### src/rtl/load_return_if.sv
// Execute-side, read-target and writeback signals of load_return_unit.
// The master modport is the surrounding pipeline; the slave modport is the unit.
interface load_return_if #(
   parameter int unsigned ADDR_W = 32,
   parameter int unsigned N_TGT  = 2
);
   localparam int unsigned DATA_W = 32;

   logic                      issue;
   logic [4:0]                uop;
   logic [ADDR_W-1:0]         addr;
   logic [1:0]                size;
   logic                      sign_ext;
   logic [DATA_W-1:0]         alu;
   logic [N_TGT-1:0]          tgt_req;
   logic [ADDR_W-1:0]         tgt_addr;
   logic [N_TGT-1:0]          tgt_ack;
   logic [DATA_W*N_TGT-1:0]   tgt_rdata;
   logic                      stall;
   logic                      wb_valid;
   logic [DATA_W-1:0]         wb_data;
   logic                      load_err;

   modport master (
      output issue, uop, addr, size, sign_ext, alu, tgt_ack, tgt_rdata,
      input  tgt_req, tgt_addr, stall, wb_valid, wb_data, load_err
   );

   modport slave (
      input  issue, uop, addr, size, sign_ext, alu, tgt_ack, tgt_rdata,
      output tgt_req, tgt_addr, stall, wb_valid, wb_data, load_err
   );
endinterface

### src/rtl/load_return_unit.sv
// Writeback-source unit: forwards ALU results, or runs req/ack loads from address-mapped targets.
// Define LOAD_RETURN_TIMEOUT_EN to abort loads that wait TIMEOUT cycles without an ack.
module load_return_unit #(
   parameter int unsigned ADDR_W    = 32,
   parameter int unsigned N_TGT     = 2,
   parameter int unsigned TGT_SHIFT = 5,
   parameter logic [4:0]  UOP_LDR   = 5'd10,
   parameter int unsigned TIMEOUT   = 15
) (
   input logic          clk,
   input logic          rst,
   load_return_if.slave bus
);
   localparam int unsigned DATA_W = 32;
   localparam int unsigned IDX_W  = ADDR_W - TGT_SHIFT;
   localparam int unsigned TIW    = (N_TGT > 1) ? $clog2(N_TGT) : 1;

   if (TIMEOUT < 1) begin : g_bad_timeout
      $error("load_return_unit: TIMEOUT must be >= 1");
   end

   typedef enum logic {IDLE = 1'b0, WAIT = 1'b1} state_t;

   state_t            state_q, state_d;
   logic [N_TGT-1:0]  req_q, req_d;
   logic [ADDR_W-1:0] taddr_q, taddr_d;
   logic [TIW-1:0]    idx_q, idx_d;
   logic [1:0]        size_q, size_d;
   logic              sext_q, sext_d;
   logic              wb_valid_q, wb_valid_d;
   logic [DATA_W-1:0] wb_data_q, wb_data_d;
   logic              err_q, err_d;

`ifdef LOAD_RETURN_TIMEOUT_EN
   localparam int unsigned CNT_W = $clog2(TIMEOUT + 1);
   logic [CNT_W-1:0]  cnt_q, cnt_d;
   logic              cnt_tc;
   assign cnt_tc = (cnt_q == CNT_W'(TIMEOUT - 1));
`endif

   // Issue-side decode of the presented uOP
   logic [IDX_W-1:0]  tgt_field;
   logic [TIW-1:0]    tgt_idx;
   logic              is_load;
   logic              mapped;
   logic              aligned;
   logic              accept;

   assign tgt_field = bus.addr[ADDR_W-1:TGT_SHIFT];
   assign tgt_idx   = TIW'(tgt_field);
   assign is_load   = (bus.uop == UOP_LDR);
   assign mapped    = (tgt_field < IDX_W'(N_TGT));
   assign accept    = bus.issue & is_load & mapped & aligned;

   always_comb begin
      aligned = (bus.addr[1:0] == 2'b00);
      case (bus.size)
         2'b10:   aligned = 1'b1;
         2'b01:   aligned = ~bus.addr[0];
         default: ;
      endcase
   end

   // Return path from the target being waited on
   logic              ack_hit;
   logic [DATA_W-1:0] rdata_sel;

   assign ack_hit   = bus.tgt_ack[idx_q];
   assign rdata_sel = bus.tgt_rdata[idx_q*DATA_W +: DATA_W];

   function automatic logic [DATA_W-1:0] extract(
      input logic [DATA_W-1:0] word,
      input logic [1:0]        lane,
      input logic [1:0]        sz,
      input logic              sx
   );
      logic [7:0]  b;
      logic [15:0] h;
      b = word[8*lane +: 8];
      h = lane[1] ? word[31:16] : word[15:0];
      case (sz)
         2'b10:   extract = {{24{sx & b[7]}}, b};
         2'b01:   extract = {{16{sx & h[15]}}, h};
         default: extract = word;
      endcase
   endfunction

   always_comb begin
      state_d    = state_q;
      req_d      = req_q;
      taddr_d    = taddr_q;
      idx_d      = idx_q;
      size_d     = size_q;
      sext_d     = sext_q;
      wb_valid_d = 1'b0;
      wb_data_d  = wb_data_q;
      err_d      = 1'b0;
`ifdef LOAD_RETURN_TIMEOUT_EN
      cnt_d      = cnt_q;
`endif
      case (state_q)
         IDLE: begin
            if (bus.issue) begin
               if (!is_load) begin
                  wb_valid_d = 1'b1;
                  wb_data_d  = bus.alu;
               end else if (!accept) begin
                  wb_valid_d = 1'b1;
                  wb_data_d  = '0;
                  err_d      = 1'b1;
               end else begin
                  state_d = WAIT;
                  req_d   = N_TGT'(1) << tgt_idx;
                  idx_d   = tgt_idx;
                  taddr_d = bus.addr;
                  size_d  = bus.size;
                  sext_d  = bus.sign_ext;
`ifdef LOAD_RETURN_TIMEOUT_EN
                  cnt_d   = '0;
`endif
               end
            end
         end
         WAIT: begin
            // An ack in the terminal-count cycle still completes the load
            if (ack_hit) begin
               state_d    = IDLE;
               req_d      = '0;
               wb_valid_d = 1'b1;
               wb_data_d  = extract(rdata_sel, taddr_q[1:0], size_q, sext_q);
            end
`ifdef LOAD_RETURN_TIMEOUT_EN
            else if (cnt_tc) begin
               state_d    = IDLE;
               req_d      = '0;
               wb_valid_d = 1'b1;
               wb_data_d  = '0;
               err_d      = 1'b1;
               cnt_d      = '0;
            end else begin
               cnt_d = cnt_q + CNT_W'(1);
            end
`endif
         end
      endcase
   end

   always_ff @(posedge clk or posedge rst) begin
      if (rst) begin
         state_q    <= IDLE;
         req_q      <= '0;
         taddr_q    <= '0;
         idx_q      <= '0;
         size_q     <= '0;
         sext_q     <= 1'b0;
         wb_valid_q <= 1'b0;
         wb_data_q  <= '0;
         err_q      <= 1'b0;
`ifdef LOAD_RETURN_TIMEOUT_EN
         cnt_q      <= '0;
`endif
      end else begin
         state_q    <= state_d;
         req_q      <= req_d;
         taddr_q    <= taddr_d;
         idx_q      <= idx_d;
         size_q     <= size_d;
         sext_q     <= sext_d;
         wb_valid_q <= wb_valid_d;
         wb_data_q  <= wb_data_d;
         err_q      <= err_d;
`ifdef LOAD_RETURN_TIMEOUT_EN
         cnt_q      <= cnt_d;
`endif
      end
   end

   assign bus.tgt_req  = req_q;
   assign bus.tgt_addr = taddr_q;
   assign bus.wb_valid = wb_valid_q;
   assign bus.wb_data  = wb_data_q;
   assign bus.load_err = err_q;

   // Stall covers the accept cycle too, so upstream holds while the load is outstanding
   assign bus.stall = ~rst & ((state_q == WAIT) | ((state_q == IDLE) & accept));
endmodule
### src/flat_wrapper.sv
// flat-port wrapper written by rule: the top's interface ports become plain ports
module load_return_unit_flat 
#(
   parameter int unsigned ADDR_W    = 32,
   parameter int unsigned N_TGT     = 2,
   parameter int unsigned TGT_SHIFT = 5,
   parameter logic [4:0]  UOP_LDR   = 5'd10,
   parameter int unsigned TIMEOUT   = 15
)
  (clk, rst, bus_issue, bus_uop, bus_addr, bus_size, bus_sign_ext, bus_alu, bus_tgt_ack, bus_tgt_rdata, bus_tgt_req, bus_tgt_addr, bus_stall, bus_wb_valid, bus_wb_data, bus_load_err);
  load_return_if #(.ADDR_W(ADDR_W), .N_TGT(N_TGT)) bus_i ();
  input logic clk;
  input logic rst;
  input wire logic [$bits(bus_i.issue)-1:0] bus_issue;
  input wire logic [$bits(bus_i.uop)-1:0] bus_uop;
  input wire logic [$bits(bus_i.addr)-1:0] bus_addr;
  input wire logic [$bits(bus_i.size)-1:0] bus_size;
  input wire logic [$bits(bus_i.sign_ext)-1:0] bus_sign_ext;
  input wire logic [$bits(bus_i.alu)-1:0] bus_alu;
  input wire logic [$bits(bus_i.tgt_ack)-1:0] bus_tgt_ack;
  input wire logic [$bits(bus_i.tgt_rdata)-1:0] bus_tgt_rdata;
  output wire logic [$bits(bus_i.tgt_req)-1:0] bus_tgt_req;
  output wire logic [$bits(bus_i.tgt_addr)-1:0] bus_tgt_addr;
  output wire logic [$bits(bus_i.stall)-1:0] bus_stall;
  output wire logic [$bits(bus_i.wb_valid)-1:0] bus_wb_valid;
  output wire logic [$bits(bus_i.wb_data)-1:0] bus_wb_data;
  output wire logic [$bits(bus_i.load_err)-1:0] bus_load_err;
  assign bus_i.issue = bus_issue;
  assign bus_i.uop = bus_uop;
  assign bus_i.addr = bus_addr;
  assign bus_i.size = bus_size;
  assign bus_i.sign_ext = bus_sign_ext;
  assign bus_i.alu = bus_alu;
  assign bus_i.tgt_ack = bus_tgt_ack;
  assign bus_i.tgt_rdata = bus_tgt_rdata;
  assign bus_tgt_req = bus_i.tgt_req;
  assign bus_tgt_addr = bus_i.tgt_addr;
  assign bus_stall = bus_i.stall;
  assign bus_wb_valid = bus_i.wb_valid;
  assign bus_wb_data = bus_i.wb_data;
  assign bus_load_err = bus_i.load_err;
  load_return_unit #(.ADDR_W(ADDR_W), .N_TGT(N_TGT), .TGT_SHIFT(TGT_SHIFT), .UOP_LDR(UOP_LDR), .TIMEOUT(TIMEOUT)) u_core (.clk(clk), .rst(rst), .bus(bus_i));
endmodule
### config.mk
export PLATFORM = sky130hd
export DESIGN_NAME = load_return_unit_flat
export DESIGN_NICKNAME = d
export VERILOG_FILES = /design/src/rtl/load_return_if.sv /design/src/rtl/load_return_unit.sv /design/src/flat_wrapper.sv
export SDC_FILE = /design/constraint.sdc
export NUM_CORES = 1
export LEC_CHECK = 0
export CAP_MARGIN = 15
export CORE_UTILIZATION = 41
export DETAILED_ROUTE_END_ITERATION = 8
export PLACE_DENSITY_LB_ADDON = 0.05
export SYNTH_ARGS = -nofsm -noshare
export SYNTH_HDL_FRONTEND = slang
export SYNTH_SLANG_ARGS = --single-unit
### constraint.sdc
create_clock -name clk -period 2.7 [get_ports clk]
set_input_delay 0.54 -clock clk [delete_from_list [all_inputs] [get_ports clk]]
set_output_delay 0.54 -clock clk [all_outputs]
set_load 0.05 [all_outputs]
Word level (Yosys, flattened, before mapping)
Index checks and enable logic that the tools add are counted.
- reductions and logical operators: 4
- bitwise logic cells: 11
- mux-type cells: 28
- equality and inequality tests: 10
- shift-type cells: 3
- $lt $le $gt $ge: 2
- operators by type and width (cell ; number):
    $mux 32 ; 4
    $pmux 32 s2 ; 2
    $shiftx 64x7->32 ; 1
    $shiftx 32x6->8 ; 1
    $lt 27x2->1 const B ; 1
    $mux 16 ; 1
    $mux 1 ; 13
    $mux 2 ; 4
    $reduce_and 4->1 ; 2
    $and 1x1->1 ; 7
    $pmux 1 s2 ; 3
    $eq 5x4->1 const B ; 1
    $eq 2x1->1 const B ; 2
    $eq 2x2->1 const B ; 2
    $ne 2x1->1 const B ; 2
    $ne 2x2->1 const B ; 2
    $pmux 2 s2 ; 1
    $ne 3x3->1 const B ; 1
    $not 1->1 ; 3
    $reduce_and 3->1 ; 1
    $logic_not 2->1 ; 1
    $lt 1x2->1 const B ; 1
    $shl 1x1->2 const A ; 1
    $or 1x1->1 ; 1
- output and inout port bits: 69
- input port bits: 141
- logic and storage cells: 67
- register bits after elaboration: 73

Logic depth before layout (Yosys ltp)
Gate-level depths: netlist (run 1).
- depth in word-level cells: 8
- depth in mapped cells: 10

Worst setup path after synthesis (run 1)
No wires, ideal clock.
- kind: input-to-output
- start point: input port bus_size[0]
- end point: output port bus_stall
- cell stages on the path: 6
- setup slack: -0.015 ns
- required time: 2.160 ns
- arrival: 2.175 ns
- buffers on the path: 0
- cells stage by stage: inv_1 > ha_1 > o21ai_0 > nand4_1 > o41a_1 > nor2_1
- longest elaborated chain between the ends: 6
- elaborated cells between the ends (all ways): 7
- classes of those cells: eq/ne (2); mux (1); bitwise (4)
- ends and longest elaborated chain (item ; RTL line ; text):
    from (decl) ; flat_wrapper.sv:17 ; input wire logic [$bits(bus_i.size)-1:0] bus_size;
    $eq 2x1->1 or $eq 2x2->1 (tied branches) ; load_return_unit.sv:57 ; case (bus.size)
    $pmux 1 s2 * ; load_return_unit.sv:57 ;
    $and 1x1->1 * ; load_return_unit.sv:53 ; assign accept = bus.issue & is_load & mapped & aligned;
    $and 1x1->1 * ; load_return_unit.sv:185 ; assign bus.stall = ~rst & ((state_q == WAIT) | ((state_q == IDLE) & accept));
    $or 1x1->1 * ; load_return_unit.sv:185 ;
    $and 1x1->1 * ; load_return_unit.sv:185 ;
    to (decl) ; flat_wrapper.sv:24 ; output wire logic [$bits(bus_i.stall)-1:0] bus_stall;
Mark *: on every way between the ends. The rest lies on a longest branch, timed or not.

Final worst setup path (run 1)
- start point: input port bus_addr[13]
- end point: output port bus_stall
- longest elaborated chain between the ends: 6
- ends and longest elaborated chain (item ; RTL line ; text):
    from (decl) ; flat_wrapper.sv:16 ; input wire logic [$bits(bus_i.addr)-1:0] bus_addr;
    $lt 27x2->1 ; load_return_unit.sv:52 ; assign mapped = (tgt_field < IDX_W'(N_TGT));
    $and 1x1->1 (2 in a row) ; load_return_unit.sv:53 ;
    $and 1x1->1 ; load_return_unit.sv:185 ;
    $or 1x1->1 ; load_return_unit.sv:185 ;
    $and 1x1->1 ; load_return_unit.sv:185 ;
Every way passes these cells.

==> results of run 1 <==
## kinds of logic after synthesis
logic type      Yosys count  synth area share, %
simple gates             93                11.77
compound gates          140                21.51
buf+inv                  47                5.303
flops                    72                42.90
mux                      67                17.34
fa+ha+maj                 4                1.192
## cell type report
cell class / instances / area (µm²) / share of cell area, %
repair buffers: 233 / 2341 / 34.32
multi-input cells: 304 / 2250 / 32.98
flip-flops and latches: 72 / 1803 / 26.44
well taps: 133 / 166.4 / 2.440
clock buffers: 9 / 123.9 / 1.816
clock inverters: 7 / 101.3 / 1.486
inverters: 9 / 35.03 / 0.5137
## through the flow
step	total power [mW]	instances
CTS	2.832	767
global route	2.911	767
detailed placement	1.841	750
finish	2.811	767
global placement	1.833	750
floorplan	1.477	423
## state kept, by name, summed over array words and instances, names as in the netlist
register,count
u_core.sext_q,1
u_core.bus.tgt_addr,32
u_core.size_q,2
u_core.bus.tgt_req,2
u_core.bus.load_err,1
u_core.state_q,1
u_core.bus.wb_data,32
u_core.bus.wb_valid,1
## cell usage in the layout, fill, tap and decap left out, types with 4 or more instances in the layout
cell type | synthesis | routed
a21oi_1 | 57 | 56
a221oi_1 | 7 | 7
a22oi_1 | 7 | 7
a31oi_1 | 26 | 25
a32oi_1 | 7 | 7
and2_1 | 27 | 27
buf_12 | 0 | 5
buf_4 | 1 | 21
clkbuf_8 | 0 | 9
clkdlybuf4s50_1 | 0 | 198
dfrtp_1 | 72 | 71
dlymetal6s2s_1 | 0 | 6
inv_1 | 8 | 6
mux2_2 | 36 | 36
mux2i_1 | 30 | 30
nand2_1 | 24 | 24
nor2_1 | 17 | 16
nor4_2 | 0 | 4
o211ai_1 | 14 | 14
o21ai_0 | 4 | 4
o21bai_1 | 8 | 8
## worst max-delay path by stage
| stage | end | slack [ns] | depth (start not counted) |
|---|---|---|---|
| floorplan | bus_stall | 0.20 | 6 |
| global placement | u_core.bus.tgt_addr[2]$_DFFE_PP0P_ | -0.29 | 8 |
| detailed placement | u_core.bus.wb_data[25]$_DFFE_PP0P_ | -0.37 | 9 |
| CTS | bus_stall | 0.008 | 6 |
| global route | bus_stall | 0.01 | 6 |
| finish | bus_stall | 0.07 | 6 |
## metal layers
metal  part of all wire, %  GRT usage, %
met1                    41         31.62
met2                    50         45.33
met3                   7.6         4.906
met4                   1.3         6.501
met5                     0             0
## what timing repair did
item	4_1_cts	5_1_grt
gates resized for setup	8	8
gates cloned	0	0
setup endpoints to repair	1	1
setup buffers	1	0
pin swaps	6	7
## power breakdown
| part | switching (mW) | internal [mW] |
|---|---|---|
| clock | 0.457 | 0.530 |
| sequential | 0.0273 | 1.12 |
| combinational | 0.336 | 0.337 |
## worst max-delay path, delay by kind of cell
kind / cells / cell delay [ns]
buffers and inverters: 2 / 0.56
AO/OA/AOI/OAI: 1 / 0.44
AND/OR/NAND/NOR: 3 / 0.56
==> impl_summary.txt, run 1 <==
----------------------------------------------------
[Placed design]
  Worst slack at placement ... -0.3671 ns
  Port bufs ... roughly 210
  Final weighted congestion in routability-driven placement ... between 0.8 and 0.9
  Standard cell area after detailed placement ... roughly 0.0065 mm²
  Post-detailed-placement half-perimeter wirelength ... 10.32 mm

[Yosys]
  EDFF count, synth ... 0
  Number of distinct library cells after synthesis ... 44
  Proportion of netlist area held by the largest area contributor ... about 43%
  #FFs+latches synth ... 72
  Biggest area consumer among synthesized cells ... dfrtp_1
  Number of synthesis warnings ... 0
  Cell area after synthesis ... about 0.0042 mm²
  Post-synthesis average cell area ... between 9 and 10 µm²
  Top cells by instance count after synthesis ... dfrtp_1 (72), a21oi_1 (57), mux2_2 (36)
  Synthesized Nets ... 568
  Post-Syn Instances ... about 420
  Most instantiated flip-flop cell in the synthesis netlist ... dfrtp_1
  Sequential-to-total area share from yosys stat ... ~43%
  Most used standard cell by instance count after synthesis ... dfrtp_1
  Ys async rst share ... 100.0%
  Synth top area cells ... dfrtp_1 (43%), mux2_2 (9.7%), mux2i_1 (7.1%), a21oi_1 (6.8%), and2_1 (4.0%)

[Run]
  Max-cap violation count ... 0

[Critical path]
  Destination of the worst register-to-register timing path ... u_core.bus.wb_data[10]$_DFFE_PP0P_
  Delay of the slowest cell on the worst path ... about 0.44 ns
  Launch point of the worst reg-to-reg path ... u_core.bus.tgt_addr[5]$_DFFE_PP0P_
  Slowest cell on the critical path ... o41a_1
  Endpoint kind of the worst setup timing path ... primary output
  Critical Setup Path Class ... in2out
  Cell Chain, Critical Path ... clkdlybuf4s50_1, nor4_2, nand4_1, o41a_1, nor2_2, buf_12
  Setup slack of the worst register-to-register path ... 0.36 ns
  Sort of element at the start of the critical path ... primary input
  Cells on worst reg2reg path ... 5
  Arrival time at the worst endpoint ... between 2 and 2.5 ns
  Maximum fanout count along the critical path ... 3
  Required time at the endpoint of the critical path ... around 2.2 ns
  Crit. Startpoint ... bus_addr[13]

[Floorplan]
  Total number of placement rows ... 36
  Die Y-Extent ... just over 100 µm
  Core area ... 0.009864 mm²
  Total die area ... between 0.01 and 0.015 mm²
  Overall die width ... just over 100 µm
  Effective utilization at floorplan ... between 40% and 50%
  Ports ... 210

[Drt]
  Average routed wire per standard cell ... ~18 µm
  Wire length after detailed routing ... about 14 mm
  Number of remaining DRC errors ... 0
  DRC violation total after the first TritonRoute iteration ... roughly 130
  Routed Antenna Nets ... 0
  Number of vias after detailed routing ... roughly 4.2k
  Post-detailed-route via-to-cell ratio ... 5.464
  Number of detailed-routing iterations run before antenna repair ... 4

[Layout]
  Core Util, Final ... a little under 70%
  Fraction of layout cells with a size suffix above 1 ... 15.30%
  Area grow syn2layout ... 62.38%
  Number of fillers in the final layout ... roughly 750
  Cell area after layout ... between 0.006 and 0.007 mm²
  Final-stage net count ... ~770
  Final antenna diode count ... 0

[GRT]
  Initial antenna violation count ... 0
  All-layer global routing usage ... between 20 and 30%
  Largest net degree at the start of global routing ... 34
  Overflow left after global routing ... 0
  First-pass GRT wire length ... between 20 and 25 mm
  Vias in the first global route ... around 4.2k

[Power]
  Total power per unit cell area ... between 400 and 500 mW/mm²
  Static Leakage ... ~2.7 nW
  Max IR drop VDD ... ~0.32 mV

[CTS]
  Source-to-sink clock delay at the later pin of the worst-skew pair ... around 0.35 ns
  Max H-tree Level ... 3
  Clock-pin slew reported for the worst setup and hold paths after clock tree synthesis ... 0.08 ns
  Clock sink count ... 72
  Hold_buf cts ... 0
  Clock root buffer master ... clkbuf_8
  Clock buffers created by TritonCTS ... 9
  Max clock buf depth ... 2
  Clock tree from TritonCTS ... done

[Timing]
  Number of pins with negative max-slew slack in the final report ... 0
  Least-Margin Pin Slew ... about 0.87 ns
  Total count of hold-check failures in the final report ... 0
  Min Clock Period, post-route ... 2.635 ns
  Hold slack ... between 0.4 and 0.5 ns
  Final critical-path share of the clock period ... 97.59%
  Worst slew margin relative to its limit ... 41.82%
  Achievable frequency ... approximately 380 MHz
  Clock Skews ... between 0.009 and 0.01 ns
  Setup repair after global routing missed its margin ... false
  Setup tns final ... 0 ns
  Setup violators final ... 0
  Final worst-path setup slack ... roughly 0.065 ns

[Outcome]
  Result of the run ... finished, final reports clean

[Hold path]
  Number of stages on the worst hold path ... 1
  Min-delay src ... u_core.bus.tgt_addr[19]$_DFFE_PP0P_
  Path class of the lowest-slack min-delay path ... reg2reg
  Worst Hold Path EP ... u_core.bus.tgt_addr[19]$_DFFE_PP0P_

----------------------------------------------------
(Power assumes the default switching activity.)
==> inputs of run 2 (changes only) <==
clock period = 2.8 ns   (was 2.7 ns; I/O delays follow)
==> impl_summary.txt, run 2 (synthesis results as in run 1) <==
----------------------------------------------------
[CTS]
  Clock root buffer master ... clkbuf_8
  Clock sink count ... 72 (unchanged)
  Max clock buf depth ... 2 (unchanged)
  Clock-pin slew reported for the worst setup and hold paths after clock tree synthesis ... 0.08 ns (about the same)
  Clock buffers created by TritonCTS ... 9 (unchanged)
  Hold_buf cts ... 0 (unchanged)
  Source-to-sink clock delay at the later pin of the worst-skew pair ... 0.35 ns (about the same)
  Clock tree from TritonCTS ... done
  Max H-tree Level ... 3 (unchanged)

[Layout]
  Count of placed standard cells in the final layout, fillers left out ... 767 (unchanged)
  Area grow syn2layout ... 60.08%
  Final antenna diode count ... 0 (unchanged)
  Final-stage net count ... 774 (unchanged)
  Most common library cell in the layout ignoring fill and taps ... clkdlybuf4s50_1
  Highest-count cells in the layout ignoring fill and taps ... clkdlybuf4s50_1 (205), dfrtp_1 (71), a21oi_1 (56)
  Fraction of layout cells with a size suffix above 1 ... 14.83% (-0.47 points)
  Core Util, Final ... 68.16% (-0.98 points)
  Cell area after layout ... 0.006724 mm² (-1.4%)

[Hold path]
  Path class of the lowest-slack min-delay path ... reg2reg

[Timing]
  Least-Margin Pin Slew ... 0.9992 ns (+0.1288 ns)
  Setup violators final ... 0 (unchanged)
  Final critical-path share of the clock period ... between 90% and 100%
  Min Clock Period, post-route ... around 2.7 ns
  Hold slack ... 0.4884 ns (-0.0002030 ns)
  Total count of hold-check failures in the final report ... 0 (unchanged)
  Worst slew margin relative to its limit ... 33.39% (-8.4 points)
  Clock Skews ... 0.01370 ns (+0.004421 ns)
  Number of pins with negative max-slew slack in the final report ... 0 (unchanged)
  Achievable frequency ... approximately 370 MHz
  Final worst-path setup slack ... 0.06133 ns (-0.003847 ns)
  Setup tns final ... 0 ns (unchanged)

[Placed design]
  Standard cell area after detailed placement ... 0.006505 mm² (-0.42%)
  Post-detailed-placement half-perimeter wirelength ... 10.55 mm (+2.2%)
  Worst slack at placement ... -0.2800 ns (+0.08713 ns)
  Port bufs ... 209 (unchanged)
  Final weighted congestion in routability-driven placement ... 0.8195 (-5.6%)
  Placed cell count ... 750 (unchanged)

[Critical path]
  Launch point of the worst reg-to-reg path ... u_core.size_q[0]$_DFFE_PP0P_
  Arrival time at the worst endpoint ... 2.18 ns (+0.09 ns)
  Cells on worst reg2reg path ... 7 (+2)
  Maximum fanout count along the critical path ... 2 (-1)
  Worst Setup EP ... bus_stall
  Critical Setup Path Class ... in2out
  Sort of element at the start of the critical path ... primary input
  Setup slack of the worst register-to-register path ... 0.48 ns (+0.12 ns)
  Crit. Startpoint ... bus_addr[28]
  Endpoint kind of the worst setup timing path ... primary output
  Required time at the endpoint of the critical path ... 2.24 ns (+0.08 ns)
  Destination of the worst register-to-register timing path ... u_core.bus.wb_data[5]$_DFFE_PP0P_

[Power]
  Net switching share of the total power ... 30.40% (+1.2 points)
  Overall Power ... 2.530 mW (-10%)
  Clock Power Share ... 30.5% (-4.6 points)
  Total power per unit cell area ... 376.3 mW/mm² (-8.7%)
  Sequential cell fraction of total power ... 43.8% (+2.9 points)
  P_int ... 1.761 mW (-12%)
  Static Leakage ... 2.648 nW (-3.2%)
  Combinational share of power ... 25.7% (+1.7 points)
  Max IR drop VDD ... 0.2867 mV (-9.2%)
  Sw power ... 769.1 µW (-6.3%)

[Drt]
  Number of vias after detailed routing ... 4240 (+1.2%)
  Post-detailed-route via-to-cell ratio ... 5.528 (+1.2%)
  Wire length after detailed routing ... 13.92 mm (+2.0%)
  DRC violation total after the first TritonRoute iteration ... 220 (+73%)
  Routed Antenna Nets ... 0 (unchanged)
  Number of detailed-routing iterations run before antenna repair ... 5 (+1)
  Number of remaining DRC errors ... 0 (unchanged)
  Average routed wire per standard cell ... 18.14 µm (+2.0%)

[GRT]
  Overflow left after global routing ... 0 (unchanged)
  First-pass GRT wire length ... 21.38 mm (+3.4%)
  Vias in the first global route ... 4297 (+1.8%)
  Initial antenna violation count ... 0 (unchanged)
  Largest net degree at the start of global routing ... 38 (+12%)
  All-layer global routing usage ... 26.54% (+1.1 points)

[Floorplan]
  Ports ... 210 (unchanged)
  Overall die width ... 103.2 µm (unchanged)
  Effective utilization at floorplan ... 42.58% (unchanged)
  Total number of placement rows ... 36 (unchanged)
  Total die area ... 0.01065 mm² (unchanged)
  Die Y-Extent ... 103.2 µm (unchanged)
  Core area ... 0.009864 mm² (unchanged)

[Outcome]
  Result of the run ... finished, final reports clean

[Run]
  Max-cap violation count ... 0 (unchanged)

----------------------------------------------------
## run 2: changes by cell type in the layout (fill, tap and decap cells not counted), sizes merged
cell	change
dlymetal6s2s	-6
clkinv	+2
inv	-1
clkinvlp	-1
bufinv	-2
dlygate4sd2	-1
clkbuf	+2
clkdlybuf4s50	+7
## run 2: final cells by class
type | instances | area (µm²)
well taps | 133 | 166.4
fillers | 806 | 3141
inverters | 9 | 35.03
multi-input cells | 304 | 2237
clock buffers | 11 | 141.4
clock inverters | 5 | 38.79
flip-flops and latches | 72 | 1803
repair buffers | 233 | 2302
## run 2: worst min-delay path by stage
| stage | from | to | slack, ns | depth (start not counted) |
|---|---|---|---|---|
| 4_1_cts | u_core.bus.tgt_addr[13]$_DFFE_PP0P_ | u_core.bus.tgt_addr[13]$_DFFE_PP0P_ | 0.49 | 1 |
| 5_1_grt | u_core.bus.tgt_addr[9]$_DFFE_PP0P_ | u_core.bus.tgt_addr[9]$_DFFE_PP0P_ | 0.51 | 1 |
| 3_3_place_gp | u_core.bus.tgt_addr[26]$_DFFE_PP0P_ | u_core.bus.tgt_addr[26]$_DFFE_PP0P_ | 0.47 | 1 |
| 2_1_floorplan | u_core.sext_q$_DFFE_PP0P_ | u_core.sext_q$_DFFE_PP0P_ | 0.51 | 1 |
| 6_report | u_core.bus.tgt_addr[30]$_DFFE_PP0P_ | u_core.bus.tgt_addr[30]$_DFFE_PP0P_ | 0.49 | 1 |
| 3_5_place_dp | u_core.bus.tgt_addr[31]$_DFFE_PP0P_ | u_core.bus.tgt_addr[31]$_DFFE_PP0P_ | 0.47 | 1 |
## run 2: metal layers
metal / GRT usage (%) / vias to the layer above / routed length, µm
li1: - / 1992 / -
met1: 32.51 / 2031 / 5575
met2: 46.10 / 194 / 6958
met3: 5.578 / 23 / 1106
met4: 9.859 / 0 / 275
met5: 0 / - / 0
## run 2: critical path, stage by stage
cell	delay [ns]
clkdlybuf4s50_1	0.41
nor4_2	0.29
nand4_1	0.16
o41a_1	0.44
nor2_2	0.17
buf_12	0.15
## run 2: power groups by stage
| stage | Sequential [mW] | Combinational (mW) | Clock (mW) |
|---|---|---|---|
| 6_report | 1.11 | 0.649 | 0.772 |
| 5_1_grt | 1.11 | 0.691 | 0.829 |
| 4_1_cts | 1.11 | 0.650 | 0.786 |
| 3_5_place_dp | 1.13 | 0.645 | 0 |
| 3_3_place_gp | 1.13 | 0.636 | 0 |
| 2_1_floorplan | 1.28 | 0.140 | 0 |
## run 2: timing repair
action | 4_1_cts | 5_1_grt
pin swaps | 3 | 2
setup buffers | 0 | 1
endpoints found under the setup margin | 1 | 1
gates resized for setup | 6 | 2
==> inputs of run 3 (changes only) <==
CORE_MARGIN = 2   (was unset)
==> impl_summary.txt, run 3 (synthesis results as in run 1) <==
----------------------------------------------------
[Outcome]
  Result of the run ... finished, final reports clean

[Power]
  Combinational share of power ... 25.6% (about the same)
  Static Leakage ... 2.652 nW (+0.13%)
  Total power per unit cell area ... 377.1 mW/mm² (+0.22%)
  Sw power ... 770.3 µW (+0.15%)
  Max IR drop VDD ... 0.3267 mV (+14%)
  Clock Power Share ... 30.6% (about the same)
  Sequential cell fraction of total power ... 43.8% (about the same)
  Net switching share of the total power ... 30.43% (+0.037 points)
  P_int ... 1.761 mW (about the same)

[Floorplan]
  Die Y-Extent ... 105.2 µm (+1.9%)
  Overall die width ... 105.2 µm (+1.9%)
  Core area ... 0.009864 mm² (unchanged)
  Total die area ... 0.01107 mm² (+3.9%)
  Effective utilization at floorplan ... 42.58% (unchanged)
  Ports ... 210 (unchanged)
  Total number of placement rows ... 36 (unchanged)

[Timing]
  Min Clock Period, post-route ... 2.707 ns (-0.03135 ns)
  Total count of hold-check failures in the final report ... 0 (unchanged)
  Least-Margin Pin Slew ... 0.9615 ns (-0.03770 ns)
  Setup tns final ... 0 ns (unchanged)
  Final worst-path setup slack ... 0.09269 ns (+0.03135 ns)
  Final critical-path share of the clock period ... 96.69% (-1.1 points)
  Setup violators final ... 0 (unchanged)
  Worst slew margin relative to its limit ... 35.90% (+2.5 points)
  Achievable frequency ... 369.4 MHz (+1.2%)
  Number of pins with negative max-slew slack in the final report ... 0 (unchanged)
  Clock Skews ... 0.01006 ns (-0.003639 ns)

[Hold path]
  Path class of the lowest-slack min-delay path ... reg2reg

[Critical path]
  Required time at the endpoint of the critical path ... 2.24 ns (about the same)
  Maximum fanout count along the critical path ... 2 (unchanged)
  Critical Setup Path Class ... in2out
  Endpoint kind of the worst setup timing path ... primary output
  Sort of element at the start of the critical path ... primary input
  Arrival time at the worst endpoint ... 2.15 ns (-0.03 ns)

[CTS]
  Clock tree from TritonCTS ... done
  Max H-tree Level ... 3 (unchanged)
  Hold_buf cts ... 0 (unchanged)
  Clock root buffer master ... clkbuf_8
  Clock-pin slew reported for the worst setup and hold paths after clock tree synthesis ... 0.08 ns (about the same)
  Source-to-sink clock delay at the later pin of the worst-skew pair ... 0.34 ns (about the same)
  Clock buffers created by TritonCTS ... 9 (unchanged)
  Clock sink count ... 72 (unchanged)
  Max clock buf depth ... 2 (unchanged)

[Drt]
  Post-detailed-route via-to-cell ratio ... 5.541 (+0.24%)
  Wire length after detailed routing ... 14.13 mm (+1.5%)
  DRC violation total after the first TritonRoute iteration ... 258 (+17%)
  Average routed wire per standard cell ... 18.42 µm (+1.5%)
  Number of remaining DRC errors ... 0 (unchanged)
  Routed Antenna Nets ... 0 (unchanged)
  Number of detailed-routing iterations run before antenna repair ... 5 (unchanged)
  Number of vias after detailed routing ... 4250 (+0.24%)

[GRT]
  Overflow left after global routing ... 0 (unchanged)
  First-pass GRT wire length ... 22.21 mm (+3.9%)
  Largest net degree at the start of global routing ... 50 (+32%)
  Vias in the first global route ... 4345 (+1.1%)
  All-layer global routing usage ... 25.19% (-1.4 points)
  Initial antenna violation count ... 0 (unchanged)

[Placed design]
  Post-detailed-placement half-perimeter wirelength ... 10.56 mm (+0.14%)
  Final weighted congestion in routability-driven placement ... 0.7778 (-5.1%)
  Port bufs ... 209 (unchanged)
  Standard cell area after detailed placement ... 0.006497 mm² (-0.12%)
  Worst slack at placement ... -0.2873 ns (-0.007287 ns)

[Layout]
  Cell area after layout ... 0.006711 mm² (-0.19%)
  Final antenna diode count ... 0 (unchanged)
  Highest-count cells in the layout ignoring fill and taps ... clkdlybuf4s50_1 (205), dfrtp_1 (71), a21oi_1 (56)
  Area grow syn2layout ... 59.79%
  Most common library cell in the layout ignoring fill and taps ... clkdlybuf4s50_1
  Final-stage net count ... 774 (unchanged)
  Fraction of layout cells with a size suffix above 1 ... 14.51% (-0.32 points)

[Run]
  Max-cap violation count ... 0 (unchanged)

----------------------------------------------------
==> run 3: worst paths after layout <==
path / startpoint / end / slack, ns / depth (start not counted)
min in group asynchronous: rst / u_core.bus.load_err$_DFF_PP0_ / 0.74 / 2
max reg2reg: u_core.bus.tgt_addr[1]$_DFFE_PP0P_ / u_core.bus.wb_data[15]$_DFFE_PP0P_ / 0.46 / 6
max: bus_addr[11] / bus_stall / 0.09 / 6
max in group asynchronous: rst / u_core.bus.tgt_addr[11]$_DFFE_PP0P_ / 1.41 / 3
min: u_core.bus.tgt_addr[9]$_DFFE_PP0P_ / u_core.bus.tgt_addr[9]$_DFFE_PP0P_ / 0.49 / 1
min reg2reg: u_core.bus.tgt_addr[9]$_DFFE_PP0P_ / u_core.bus.tgt_addr[9]$_DFFE_PP0P_ / 0.49 / 1
==> run 3: per-stage QoR <==
stage          total power, mW  utilization (%)  std cells  hold slack (ns)
4_1_cts                  2.546            67.83        766           0.4946
3_5_place_dp             1.774            65.87        749           0.4698
5_1_grt                  2.629            68.04        767           0.5048
3_3_place_gp             1.764            65.87        749           0.4690
6_report                 2.531            68.04        767           0.4867
2_1_floorplan            1.424                -        423           0.5144
==> run 3: cell type report <==
cell class | count | area [µm²]
fill | 789 | 3153
timing repair buffer | 233 | 2302
multi-input combinational | 304 | 2225
sequential | 72 | 1803
tap | 133 | 166.4
clock buffer | 11 | 141.4
clock inverter | 5 | 38.79
inverter | 9 | 35.03
==> run 3: power by group through the flow <==
stage / Combinational (mW) / Sequential, mW / Clock (mW)
finish: 0.647 / 1.11 / 0.775
global route: 0.682 / 1.12 / 0.831
CTS: 0.648 / 1.11 / 0.789
detailed placement: 0.645 / 1.13 / 0
global placement: 0.637 / 1.13 / 0
floorplan: 0.140 / 1.28 / 0
==> run 3: critical path: stages <==
cell	delay (ns)
clkdlybuf4s50_1	0.41
nor4_2	0.27
nand4_1	0.17
o41a_1	0.44
nor2_2	0.14
buf_12	0.15
==> run 3: timing repair <==
item,4_1_cts,5_1_grt
buffers inserted,1,1
gates resized for setup,4,2
hold endpoints to repair,0,0
pin swaps,3,4
endpoints found under the setup margin,1,1
==> run 3: routing by layer <==
layer	track usage [%]	routed length, µm	share of wire [%]
met1	31.88	5708	40
met2	43.50	7130	50
met3	5.133	1037	7.3
met4	7.143	255	1.8
met5	0	0	0
